<file path="src/rtl/atm_pkg.sv">
// Definitions shared by the ATM keypad front end and card_handling.
package atm_pkg;

  localparam int unsigned PIN_DIGITS  = 4;
  localparam int unsigned PIN_DIGIT_W = 4;

  localparam logic [3:0] KEY_CLEAR = 4'hA;
  localparam logic [3:0] KEY_BACK  = 4'hB;
  localparam logic [3:0] KEY_ENTER = 4'hE;

  typedef enum logic [1:0] {IDLE, COLLECT, HOLD} pin_state_e;

  function automatic logic is_digit(input logic [3:0] code);
    return code <= 4'd9;
  endfunction

endpackage

</file>
<file path="src/rtl/pin_inactivity_timer.sv">
// Inactivity counter: flags expiry after IDLE_TIMEOUT running cycles, then restarts.
module pin_inactivity_timer #(
  parameter int unsigned IDLE_TIMEOUT = 1000
) (
  input  logic clk,
  input  logic rst,
  input  logic clear,
  input  logic run,
  output logic expire
);

  localparam int unsigned TW = $clog2(IDLE_TIMEOUT);

  logic [TW-1:0] cnt_q;

  // clear beats expiry so a key in the final cycle keeps the entry alive
  assign expire = run && !clear && (cnt_q == TW'(IDLE_TIMEOUT - 1));

  always_ff @(posedge clk) begin
    if (rst) begin
      cnt_q <= '0;
    end else if (clear || expire) begin
      cnt_q <= '0;
    end else if (run) begin
      cnt_q <= cnt_q + 1'b1;
    end
  end

endmodule

</file>
<file path="src/rtl/keypad_pin_entry.sv">
// Collects keypad digit strobes into a packed BCD PIN and offers it to card_handling
// with a valid/ack handshake; supports backspace, clear, enter and an inactivity wipe.
module keypad_pin_entry #(
  parameter int unsigned DIGITS       = atm_pkg::PIN_DIGITS,
  parameter int unsigned DIGIT_W      = atm_pkg::PIN_DIGIT_W,
  parameter int unsigned PSW_W        = DIGITS * DIGIT_W,
  parameter int unsigned IDLE_TIMEOUT = 1000
) (
  input  logic             clk,
  input  logic             rst,
  input  logic             enable,
  input  logic             key_valid,
  input  logic [3:0]       key_code,
  input  logic             pin_ack,
  output logic [PSW_W-1:0] password_input,
  output logic             pin_valid,
  output logic [2:0]       digit_count,
  output logic             short_entry,
  output logic             entry_timeout
);

  import atm_pkg::*;

  pin_state_e       state_q;
  logic [PSW_W-1:0] pw_q;
  logic [2:0]       cnt_q;
  logic             valid_q, short_q, timeout_q;

  logic key_digit, key_clear, key_back, key_enter, key_activity;
  logic in_collect, timer_clear, timer_run, timer_expire;

  assign key_digit    = key_valid && is_digit(key_code);
  assign key_clear    = key_valid && (key_code == KEY_CLEAR);
  assign key_back     = key_valid && (key_code == KEY_BACK);
  assign key_enter    = key_valid && (key_code == KEY_ENTER);
  // Any recognised key counts as activity; undefined codes do not keep the entry alive.
  assign key_activity = key_digit || key_clear || key_back || key_enter;

  assign in_collect  = (state_q == COLLECT);
  assign timer_run   = in_collect && enable;
  assign timer_clear = !in_collect || !enable || key_activity;

  pin_inactivity_timer #(
    .IDLE_TIMEOUT (IDLE_TIMEOUT)
  ) u_timer (
    .clk    (clk),
    .rst    (rst),
    .clear  (timer_clear),
    .run    (timer_run),
    .expire (timer_expire)
  );

  always_ff @(posedge clk) begin
    if (rst) begin
      state_q   <= IDLE;
      pw_q      <= '0;
      cnt_q     <= '0;
      valid_q   <= 1'b0;
      short_q   <= 1'b0;
      timeout_q <= 1'b0;
    end else begin
      short_q   <= 1'b0;
      timeout_q <= 1'b0;
      if (!enable) begin
        // Session ended: never let a PIN linger.
        state_q <= IDLE;
        pw_q    <= '0;
        cnt_q   <= '0;
        valid_q <= 1'b0;
      end else begin
        unique case (state_q)
          IDLE: begin
            state_q <= COLLECT;
            pw_q    <= '0;
            cnt_q   <= '0;
            valid_q <= 1'b0;
          end
          COLLECT: begin
            if (key_digit) begin
              if (cnt_q != 3'(DIGITS)) begin
                pw_q  <= {pw_q[PSW_W-DIGIT_W-1:0], DIGIT_W'(key_code)};
                cnt_q <= cnt_q + 3'd1;
              end
            end else if (key_back) begin
              if (cnt_q != 3'd0) begin
                pw_q  <= pw_q >> DIGIT_W;
                cnt_q <= cnt_q - 3'd1;
              end
            end else if (key_clear) begin
              pw_q  <= '0;
              cnt_q <= '0;
            end else if (key_enter) begin
              if (cnt_q == 3'(DIGITS)) begin
                state_q <= HOLD;
                valid_q <= 1'b1;
              end else begin
                short_q <= 1'b1;
              end
            end else if (timer_expire) begin
              pw_q      <= '0;
              cnt_q     <= '0;
              timeout_q <= 1'b1;
            end
          end
          HOLD: begin
            if (pin_ack) begin
              state_q <= COLLECT;
              pw_q    <= '0;
              cnt_q   <= '0;
              valid_q <= 1'b0;
            end
          end
          default: state_q <= IDLE;
        endcase
      end
    end
  end

  assign password_input = pw_q;
  assign pin_valid      = valid_q;
  assign digit_count    = cnt_q;
  assign short_entry    = short_q;
  assign entry_timeout  = timeout_q;

endmodule
</file>
<file path="config.mk">
export PLATFORM = sky130hd
export DESIGN_NAME = keypad_pin_entry
export DESIGN_NICKNAME = d
export VERILOG_FILES = /design/src/rtl/atm_pkg.sv /design/src/rtl/pin_inactivity_timer.sv /design/src/rtl/keypad_pin_entry.sv
export SDC_FILE = /design/constraint.sdc
export NUM_CORES = 1
export LEC_CHECK = 0
export ABC_AREA = 1
export BUFFER_PORTS_ARGS = -buffer_cell sky130_fd_sc_hd__buf_2
export CAP_MARGIN = 40
export CORE_MARGIN = 2
export CORE_UTILIZATION = 30
export CTS_BUF_LIST = sky130_fd_sc_hd__clkbuf_4
export DETAILED_ROUTE_END_ITERATION = 8
export GPL_ROUTABILITY_DRIVEN = 0
export GPL_TIMING_DRIVEN = 0
export PLACE_DENSITY = 0.52
export SLEW_MARGIN = 20
export SYNTH_ARGS = -nofsm -noshare
export SYNTH_HDL_FRONTEND = slang
export SYNTH_SLANG_ARGS = --single-unit
</file>
<file path="constraint.sdc">
create_clock -name clk -period 1.9 [get_ports clk]
set_clock_uncertainty 0.15 [all_clocks]
set_input_delay 0.475 -clock clk [delete_from_list [all_inputs] [get_ports clk]]
set_output_delay 0.475 -clock clk [all_outputs]
set_load 0.02 [all_outputs]
</file>
==> run_results.csv, run 1 <==
group,metric,value,unit
synthesis,yosys.area.top_type,"dfxtp_1",
sta,hold_violations,0,
setup_path,path_common_cell,"inv_1",
worst_hold_path,hold_path_class,"primary input to flip-flop",
setup_path,cp_slowest_cell,"dfxtp_2",
clock_tree,numCtsBuffers,5,
global_route,grt_max_degree,11,
clock_tree,clk_pin_slew_worst_paths,110,ps
setup_path,path_cells,"inv_1 > ha_2 > nand2_2 > inv_1 > nand3_1 > nand3_2 > nor2_4 > buf_4 > a21oi_1 > nor2_1",
setup_path,end_kind,"flip-flop",
clock_tree,hold_buffers,0,
setup_path,max_stage_delay,350,ps
global_route,grt_pass1_wl,8611,um
setup_path,criticalPathCategory,"flip-flop to flip-flop",
layout,fillers,679,
sta,rsz0062_at_grt,"no",
clock_tree,root_buffer,"clkbuf_4",
global_route,grtUsageTotal,14.85,%
layout,final_cell_mix,"57 x nand2_1, 45 x nor2_1, 38 x a21oi_1",
route,routed_wl,4877,um
synthesis,synth.top_cell.area_share,35.28,%
clock_tree,cts_buffer_depth,2,
route,antenna_left,0,
placement,dp_cells,397,
setup_path,critPathMaxFanout,10,
power,p_seq_share,57.1,%
floorplanning,die_w,84.20,um
synthesis,synth_nets,303,
floorplanning,die_area,7089,um^2
power,combPwrFrac,13.0,%
route,drtPass1Iterations,4,
sta,max_freq,0.5772,GHz
synthesis,synth-seq-cells,34,
synthesis,syn_avg_cell_area,6.653,um^2
sta,period_minus_slack,1732,ps
synthesis,synth-seq-area-share,35.28,%
synthesis,synthArstFlopShare,0,%
floorplanning,core,6277,um^2
clock_tree,cts.sinks,34,
setup_path,crit_required,2020,ps
floorplanning,initial_core_util,30.74,%
synthesis,netlist_area,1929,um^2
setup_path,path_buf_inv,3,
setup_path,worst_setup_path_start_kind,"flip-flop",
setup_path,cp.depth,10,
power,power_density,558.7,nW/um^2
synthesis,ys.flop_type,"dfxtp_1",
placement,hpwl,3521,um
route,wl_per_cell,11.81,um
placement,io_buffers,30,
layout,drive_gt1_share,21.13,%
synthesis,synth_edf_count,0,
global_route,antenna_found_initial,0,
synthesis,synthTopCellsByArea,"dfxtp_1 35%, nand2_1 11%, a21oi_1 9.9%",
floorplanning,rows,29,
status,status,"completed",
clock_tree,clock_latency,330,ps
power,ir_worst_vdd,0.2634,mV
layout,layout.nets,348,
layout,layout_commonest_cell,"nand2_1",
synthesis,ys_types,28,
sta,post-route-period-util,91.18,%
global_route,grt_pass1_vias,1878,
sta,worstMarginPinSlew,681.2,ps
sta,maxSlewHeadroom,54.42,%
layout,seq_area,683.2,um^2
layout,instances_no_fill,413,
route,vias_per_cell,4.617,
floorplanning,die_h,84.20,um
setup_path,worst-endpoint-arrival,1850,ps
global_route,grt_overflow_total,0,
route,route.detailed.drc,0,
synthesis,synth_warnings,0,
power,switching_power,0.3666,mW
clock_tree,tritoncts,"built",
setup_path,cp_top_family,"simple AND/OR/NAND/NOR gates",
clock_tree,cts_htree_levels,2,
setup_path,worstRegToRegCells,10,
layout,multi_input_area,1040,um^2
sta,slew_viol_final,0,
floorplanning,ios,31,
sta,setup_viol,0,
power,internal_power,0.9190,mW
sta,fin_ws,167.6,ps
synthesis,syn_inst,290,
layout,area_delta_synth_final,19.26,%
route,drt-initial-drc-count,67,
power,pwr-share-clk,29.9,%
power,leakage,1.069,nW
layout,diodes,0,
route,num_vias,1907,
placement,place_ws,-126.7,ps
flow_run,maxCapViolations,0,
power,switching_share,28.51,%
worst_hold_path,hold_depth,2,
## cells by family (layout without fill, tap and decap cells)
group,Yosys count,in the layout,share of synthesized area [%]
xor+xnor,5,5,2.270
simple gates,152,152,36.06
fa+ha+maj,4,4,2.594
buf+inv,47,93,11.35
compound gates,48,48,12.45
flops,34,34,35.28
## final timing paths
path                          startpoint                              to  slack [ps]
max          digit_count[0]$_SDFFE_PP0P_  password_input[7]$_SDFFE_PP0P_         170
min reg2reg       pin_valid$_SDFFE_PP0P_          pin_valid$_SDFFE_PP0P_         320
min                                  rst        entry_timeout$_SDFF_PP0_         190
max reg2reg  digit_count[0]$_SDFFE_PP0P_  password_input[7]$_SDFFE_PP0P_         170
## cell usage after synthesis, types with 4 or more instances
library cell and count:
nand2_1 58, inv_1 35, xor2_1 4, inv_2 4
nand3_1 24, a21oi_1 38, o21ai_0 9, nor3_1 7
dfxtp_1 34, ha_1 4, nor2_1 45, buf_6 5
## metrics by stage
step / power [mW] / instance area (um^2) / utilization [%] / TNS [ps] / hold WS [ps]
final: 1.286 / 2301 / 36.66 / 0 / 189.7
after global routing: 1.357 / 2301 / 36.66 / 0 / 189.8
after CTS: 1.300 / 2247 / 35.80 / 0 / 168.4
after detailed placement: 0.9097 / 2176 / 34.66 / -884.8 / 312.6
after global placement: 0.9094 / 2176 / 34.66 / -853.6 / 312.5
after floorplan: 0.8595 / 1929 / - / 0 / 304.9
## flip-flops by register name (all words and copies together) (netlist names)
name            flops
password_input     16
u_timer.cnt_q      10
digit_count         3
state_q             2
entry_timeout       1
pin_valid           1
short_entry         1
## routing by layer
layer	vias to the layer above	global-route usage [%]	wire length (um)	part of all wire, %
li1	1016	-	-	-
met1	848	20.00	2408	49
met2	35	24.03	2224	46
met3	8	3.048	166	3.4
met4	0	4.399	78	1.6
met5	-	0	0	0
## layout make-up
cell class	count	share of cell area [%]
flip-flops and latches	34	29.69
clock buffers	5	1.631
well taps	77	4.187
plain buffers	8	3.154
repair buffers	38	9.299
clock inverters	3	0.4894
multi-input cells	209	45.19
inverters	39	6.362
## timing repair
action | in CTS | in global routing
cloned | 0 | 0
gates resized for setup | 0 | 6
pin swaps | 1 | 2
buffers inserted | 3 | 5
setup endpoints to repair | 13 | 19
## power by group through the flow
stage	clock network [mW]	logic, mW	registers [mW]
after global placement	0	0.159	0.750
after floorplan	0	0.0993	0.760
after global routing	0.430	0.191	0.736
after detailed placement	0	0.159	0.750
final	0.384	0.168	0.734
after CTS	0.405	0.161	0.734
No activity file was read; power rests on OpenSTA's default activity.
==> inputs of run 2 (changes only) <==
Settings changed: BUFFER_PORTS_ARGS -buffer_cell sky130_fd_sc_hd__buf_2 to -buffer_cell sky130_fd_sc_hd__buf_4, CTS_CLUSTER_SIZE set to 8.
==> run_results.csv, run 2 (synthesis gave the netlist of run 1 again) <==
group,metric,value,unit
setup_path,cp_slowest_cell,"dfxtp_2",
sta,rsz0062_at_grt,"no",
setup_path,crit_required,1980,ps
power,power_density,545.0,nW/um^2
floorplanning,rows,29,
route,wl_per_cell,12.08,um
layout,final_cell_mix,"57 x nand2_1, 45 x nor2_1, 38 x a21oi_1",
setup_path,max_stage_delay,390,ps
layout,layout_commonest_cell,"nand2_1",
placement,io_buffers,30,
clock_tree,clk_pin_slew_worst_paths,120,ps
global_route,grt_overflow_total,0,
sta,post-route-period-util,93.53,%
sta,hold_violations,0,
clock_tree,tritoncts,"built",
route,num_vias,1926,
global_route,grt_max_degree,11,
route,antenna_left,0,
power,ir_worst_vdd,0.3049,mV
setup_path,end_kind,"flip-flop",
sta,setup_viol,0,
layout,diodes,0,
sta,holdWs,177.3,ps
route,drtPass1Iterations,4,
setup_path,criticalPathCategory,"flip-flop to flip-flop",
sta,worstMarginPinSlew,695.3,ps
floorplanning,die_h,84.20,um
layout,drive_gt1_share,22.78,%
layout,layout.nets,350,
clock_tree,cts.sinks,34,
route,route.detailed.drc,0,
sta,period_minus_slack,1777,ps
worst_hold_path,hold_path_class,"primary input to flip-flop",
sta,maxSlewHeadroom,53.48,%
clock_tree,numCtsBuffers,5,
global_route,antenna_found_initial,0,
floorplanning,die_area,7089,um^2
clock_tree,root_buffer,"clkbuf_4",
setup_path,path_common_cell,"nand3_1",
global_route,grt_pass1_vias,1819,
power,leakage,1.105,nW
layout,largest_reg_flops,16,
sta,slew_viol_final,0,
clock_tree,cts_buffer_depth,2,
route,drt-initial-drc-count,95,
flow_run,maxCapViolations,0,
clock_tree,cts_htree_levels,2,
floorplanning,ios,31,
clock_tree,clock_latency,340,ps
floorplanning,core,6277,um^2
layout,instances_no_fill,415,
sta,max_freq,0.5627,GHz
route,routed_wl,5012,um
status,status,"completed",
route,vias_per_cell,4.641,
setup_path,path_cells,"inv_2 > ha_2 > nand2_2 > inv_1 > nand3_1 > nand3_2 > nor2_4 > buf_6 > nand3_1 > nand2_1 > nor2_1",
setup_path,critPathMaxFanout,8,
placement,hpwl,3562,um
global_route,grt_pass1_wl,8473,um
global_route,grtUsageTotal,14.66,%
layout,finalCoreUtilization,38.67,%
floorplanning,die_w,84.20,um
placement,dp_cells,397,
layout,area_delta_synth_final,25.81,%
setup_path,worst_setup_path_start_kind,"flip-flop",
sta,setup_tns,0,ps
floorplanning,initial_core_util,30.74,%
setup_path,worst-endpoint-arrival,1860,ps
[run 2: cell types whose count changed in the layout (fill, tap and decap cells not counted), moves of 2 or more]
| cell | change |
|---|---|
| buf_6 | +3 |
| buf_4 | +28 |
| buf_2 | -30 |
| clkinv_1 | -2 |
[run 2: critical path, delay by kind of cell (launching register included)]
family        cells  cell delay, ps
simple gates      7             650
buf+inv           3             280
flops             1             390
fa+ha+maj         1             190
[run 2: what timing repair did]
action	in CTS	in global routing
gates cloned	0	2
buffers inserted	3	5
pin swaps	1	2
gates resized for setup	0	15
setup endpoints to repair	13	19
hold buffers	0	0
[run 2: worst paths after layout]
check | end | from | slack [ps] | depth (start not counted)
worst min register to register | pin_valid$_SDFFE_PP0P_ | pin_valid$_SDFFE_PP0P_ | 340 | 2
worst max-delay path | password_input[6]$_SDFFE_PP0P_ | digit_count[0]$_SDFFE_PP0P_ | 120 | 11
worst min-delay path | entry_timeout$_SDFF_PP0_ | rst | 180 | 2
worst max register to register | password_input[6]$_SDFFE_PP0P_ | digit_count[0]$_SDFFE_PP0P_ | 120 | 11
[run 2: layout make-up]
type / instances / area (um^2)
well taps: 77 / 96.34
clock inverters: 2 / 8.758
multi-input cells: 209 / 1045
flip-flops and latches: 34 / 685.7
clock buffers: 6 / 45.04
plain buffers: 8 / 76.32
repair buffers: 40 / 324.1
inverters: 39 / 146.4
fillers: 680 / 3850
[run 2: report_power, final]
group | leakage (nW) | internal (mW) | switching (mW)
registers | 0.276 | 0.723 | 0.0109
logic | 0.796 | 0.0765 | 0.105
clock network | 0.0331 | 0.154 | 0.254
total | 1.11 | 0.953 | 0.370
[run 2: layer usage]
metal	wire length (um)	vias to the layer above	global-route usage [%]
li1	-	1024	-
met1	2442	865	18.78
met2	2321	31	24.53
met3	188	6	3.343
met4	59	0	4.545
met5	0	-	0
[run 2: stage by stage]
step / worst slack, ps / cell area (um^2) / total power [mW]
6_report: 123.0 / 2427 / 1.323
5_1_grt: 0.03664 / 2427 / 1.397
4_1_cts: 19.70 / 2327 / 1.339
3_5_place_dp: -144.8 / 2251 / 0.9210
3_3_place_gp: -99.77 / 2251 / 0.9196
2_1_floorplan: 73.78 / 1929 / 0.8595
==> inputs of run 3 (changes only) <==
Settings changed: ABC_AREA 1 to 0.
==> run_results.csv, run 3 <==
group,metric,value,unit
status,status,"finished with violations",
status,violations,"setup timing",
setup_path,cp_slowest_cell,"or4_4",
setup_path,crit_required,1950,ps
route,route.detailed.drc,0,
layout,instances_no_fill,317,
setup_path,critPathMaxFanout,5,
setup_path,cp_top_family,"simple AND/OR/NAND/NOR gates",
synthesis,yosys.area.top_type,"dfxtp_1",
global_route,met1_usage,21.70,%
setup_path,path_cells,"ha_4 > nand4bb_1 > or4_4 > o31a_4 > nor2_4 > buf_6 > buf_8 > a211oi_2",
global_route,gr-usage-met2,25.29,%
sta,holdWs,258.0,ps
synthesis,yosys.cell_count.top_type,"dfxtp_1",
power,combPwrFrac,12.8,%
layout,layout.nets,254,
setup_path,max_stage_delay,480,ps
synthesis,synth_warnings,0,
placement,dp_cells,301,
setup_path,path_buf_inv,2,
route,vias_per_cell,5.262,
setup_path,criticalPathCategory,"flip-flop to flip-flop",
synthesis,synth-seq-area-share,38.15,%
clock_tree,tritoncts,"built",
global_route,grt_pass1_vias,1558,
synthesis,ys_types,50,
power,power_density,554.1,nW/um^2
clock_tree,clk_pin_slew_worst_paths,110,ps
clock_tree,clock_latency,330,ps
route,drtPass1Iterations,5,
worst_hold_path,hold_path_class,"primary input to flip-flop",
layout,fillers,598,
synthesis,synthArstFlopShare,0,%
power,p_seq_share,56.0,%
synthesis,synth_edf_count,0,
synthesis,synthTopCellsByArea,"dfxtp_1 38%, a211oi_2 5.6%, a22oi_1 4.2%",
global_route,antenna_found_initial,0,
floorplanning,ios,31,
route,num_vias,1668,
setup_path,worst_setup_path_start_kind,"flip-flop",
global_route,grt_max_degree,11,
layout,diodes,0,
floorplanning,die_w,81.12,um
sta,setup_viol,19,
floorplanning,core,5851,um^2
power,pwr-share-clk,31.3,%
power,switching_power,0.3559,mW
flow_run,maxCapViolations,0,
sta,post-route-period-util,111.5,%
route,drt-initial-drc-count,108,
power,internal_power,0.9433,mW
layout,final_area,2345,um^2
clock_tree,cts_buffer_depth,2,
clock_tree,cts_htree_levels,2,
global_route,grtUsageMet3,3.778,%
floorplanning,initial_core_util,30.50,%
placement,dpl-instance-area,2118,um^2
global_route,grtUsageTotal,16.22,%
layout,drive_gt1_share,34.30,%
synthesis,syn_avg_cell_area,9.103,um^2
clock_tree,numCtsBuffers,5,
synthesis,synthTopCellsByCount,"34 x dfxtp_1, 17 x nor2_1, 14 x a21oi_1",
power,leakage,0.8122,nW
placement,io_buffers,30,
synthesis,syn_inst,196,
power,switching_share,27.39,%
sta,period_minus_slack,2119,ps
floorplanning,die_h,81.12,um
layout,largest_reg_flops,16,
power,ir_worst_vdd,0.2446,mV
synthesis,synth.top_cell.area_share,38.15,%
route,routed_wl,4881,um
synthesis,synth_nets,209,
sta,slew_viol_final,0,
sta,maxSlewHeadroom,54.12,%
clock_tree,root_buffer,"clkbuf_4",
route,wl_per_cell,15.40,um
floorplanning,die_area,6580,um^2
synthesis,synth-seq-cells,34,
layout,final_cell_mix,"39 x buf_4, 32 x dfxtp_1, 16 x nor2_1",
clock_tree,cts.sinks,34,
global_route,grt_pass1_wl,8024,um
layout,layout_commonest_cell,"buf_4",
setup_path,end_kind,"flip-flop",
synthesis,netlist_area,1784,um^2
layout,area_delta_synth_final,31.42,%
setup_path,worst-endpoint-arrival,2170,ps
route,antenna_left,0,
floorplanning,rows,28,
synthesis,ys.flop_type,"dfxtp_1",
sta,worstMarginPinSlew,688.3,ps
layout,finalCoreUtilization,40.08,%
sta,rsz0062_at_grt,"yes",
global_route,grt_busiest_layer,"met2",
placement,hpwl,3364,um
global_route,grt_overflow_total,0,
sta,fin_ws,-219.1,ps
sta,max_freq,0.4719,GHz
sta,hold_violations,0,
run 3: cell types whose count changed after synthesis, sizes merged, moves of 6 or more:
cell,delta
a22oi,+10
a21oi,-24
nand3,-17
o211ai,+6
clkbuf,+6
a211oi,+12
nand2,-49
nor2,-31
inv,-35
run 3: final cells by class:
class	count	area (um^2)	area share (%)
multi-input cells	145	1101	46.96
well taps	75	93.84	4.002
clock buffers	6	45.04	1.921
inverters	4	15.01	0.6403
flip-flops and latches	34	683.2	29.14
plain buffers	11	73.82	3.148
repair buffers	40	324.1	13.82
clock inverters	2	8.758	0.3735
run 3: repair_timing:
action | 4_1_cts | 5_1_grt
setup endpoints to repair | 28 | 28
gates cloned | 1 | 0
pin swaps | 5 | 4
hold buffers | 0 | 0
resized for setup | 25 | 6
buffers inserted | 9 | 1
run 3: cell families after synthesis:
| kind of cell | synth area share [%] |
|---|---|
| flip-flops | 38.15 |
| buffers and inverters | 4.488 |
| XOR/XNOR | 4.418 |
| AO/OA/AOI/OAI | 28.33 |
| adder cells (fa/ha/maj) | 2.805 |
| AND/OR/NAND/NOR | 20.69 |
| multiplexers | 1.122 |
run 3: stage by stage:
| step | total power, mW | setup TNS, ps | setup WS (ps) |
|---|---|---|---|
| 5_1_grt | 1.368 | -5377 | -281.1 |
| 4_1_cts | 1.322 | -4551 | -223.1 |
| 2_1_floorplan | 0.8254 | -1190 | -120.0 |
| 6_report | 1.299 | -2980 | -219.1 |
| 3_3_place_gp | 0.8797 | -9706 | -487.8 |
| 3_5_place_dp | 0.8793 | -9501 | -458.0 |
run 3: worst register-to-register path, cell delays in order, from the launching register on:
cell,delay [ps]
dfxtp_2,370
ha_4,130
nand4bb_1,100
or4_4,480
o31a_4,340
nor2_4,120
buf_6,120
buf_8,110
a211oi_2,60
run 3: worst paths after layout:
path                                                      from                         endpoint  slack (ps)  depth (start not counted)
worst min register to register  password_input[9]$_SDFFE_PP0P_  password_input[13]$_SDFFE_PP0P_         360                          2
worst max-delay path             u_timer.cnt_q[1]$_SDFFE_PP0P_   password_input[7]$_SDFFE_PP0P_        -220                          8
worst min-delay path                                   pin_ack          state_q[1]$_SDFFE_PP0P_         260                          4
worst max register to register   u_timer.cnt_q[1]$_SDFFE_PP0P_   password_input[7]$_SDFFE_PP0P_        -220                          8
run 3: power groups by stage:
stage                     clock [mW]  combinational, mW  sequential, mW
after floorplan                    0             0.0764           0.749
after global placement             0              0.137           0.743
after detailed placement           0              0.136           0.743
after CTS                      0.425              0.170           0.727
after global routing           0.461              0.178           0.729
final                          0.406              0.166           0.727
run 3: routing by layer:
layer	share of wire [%]	vias up
met3	5.0	4
met5	0	-
met1	46	805
met2	48	50
met4	1.1	0
li1	-	809
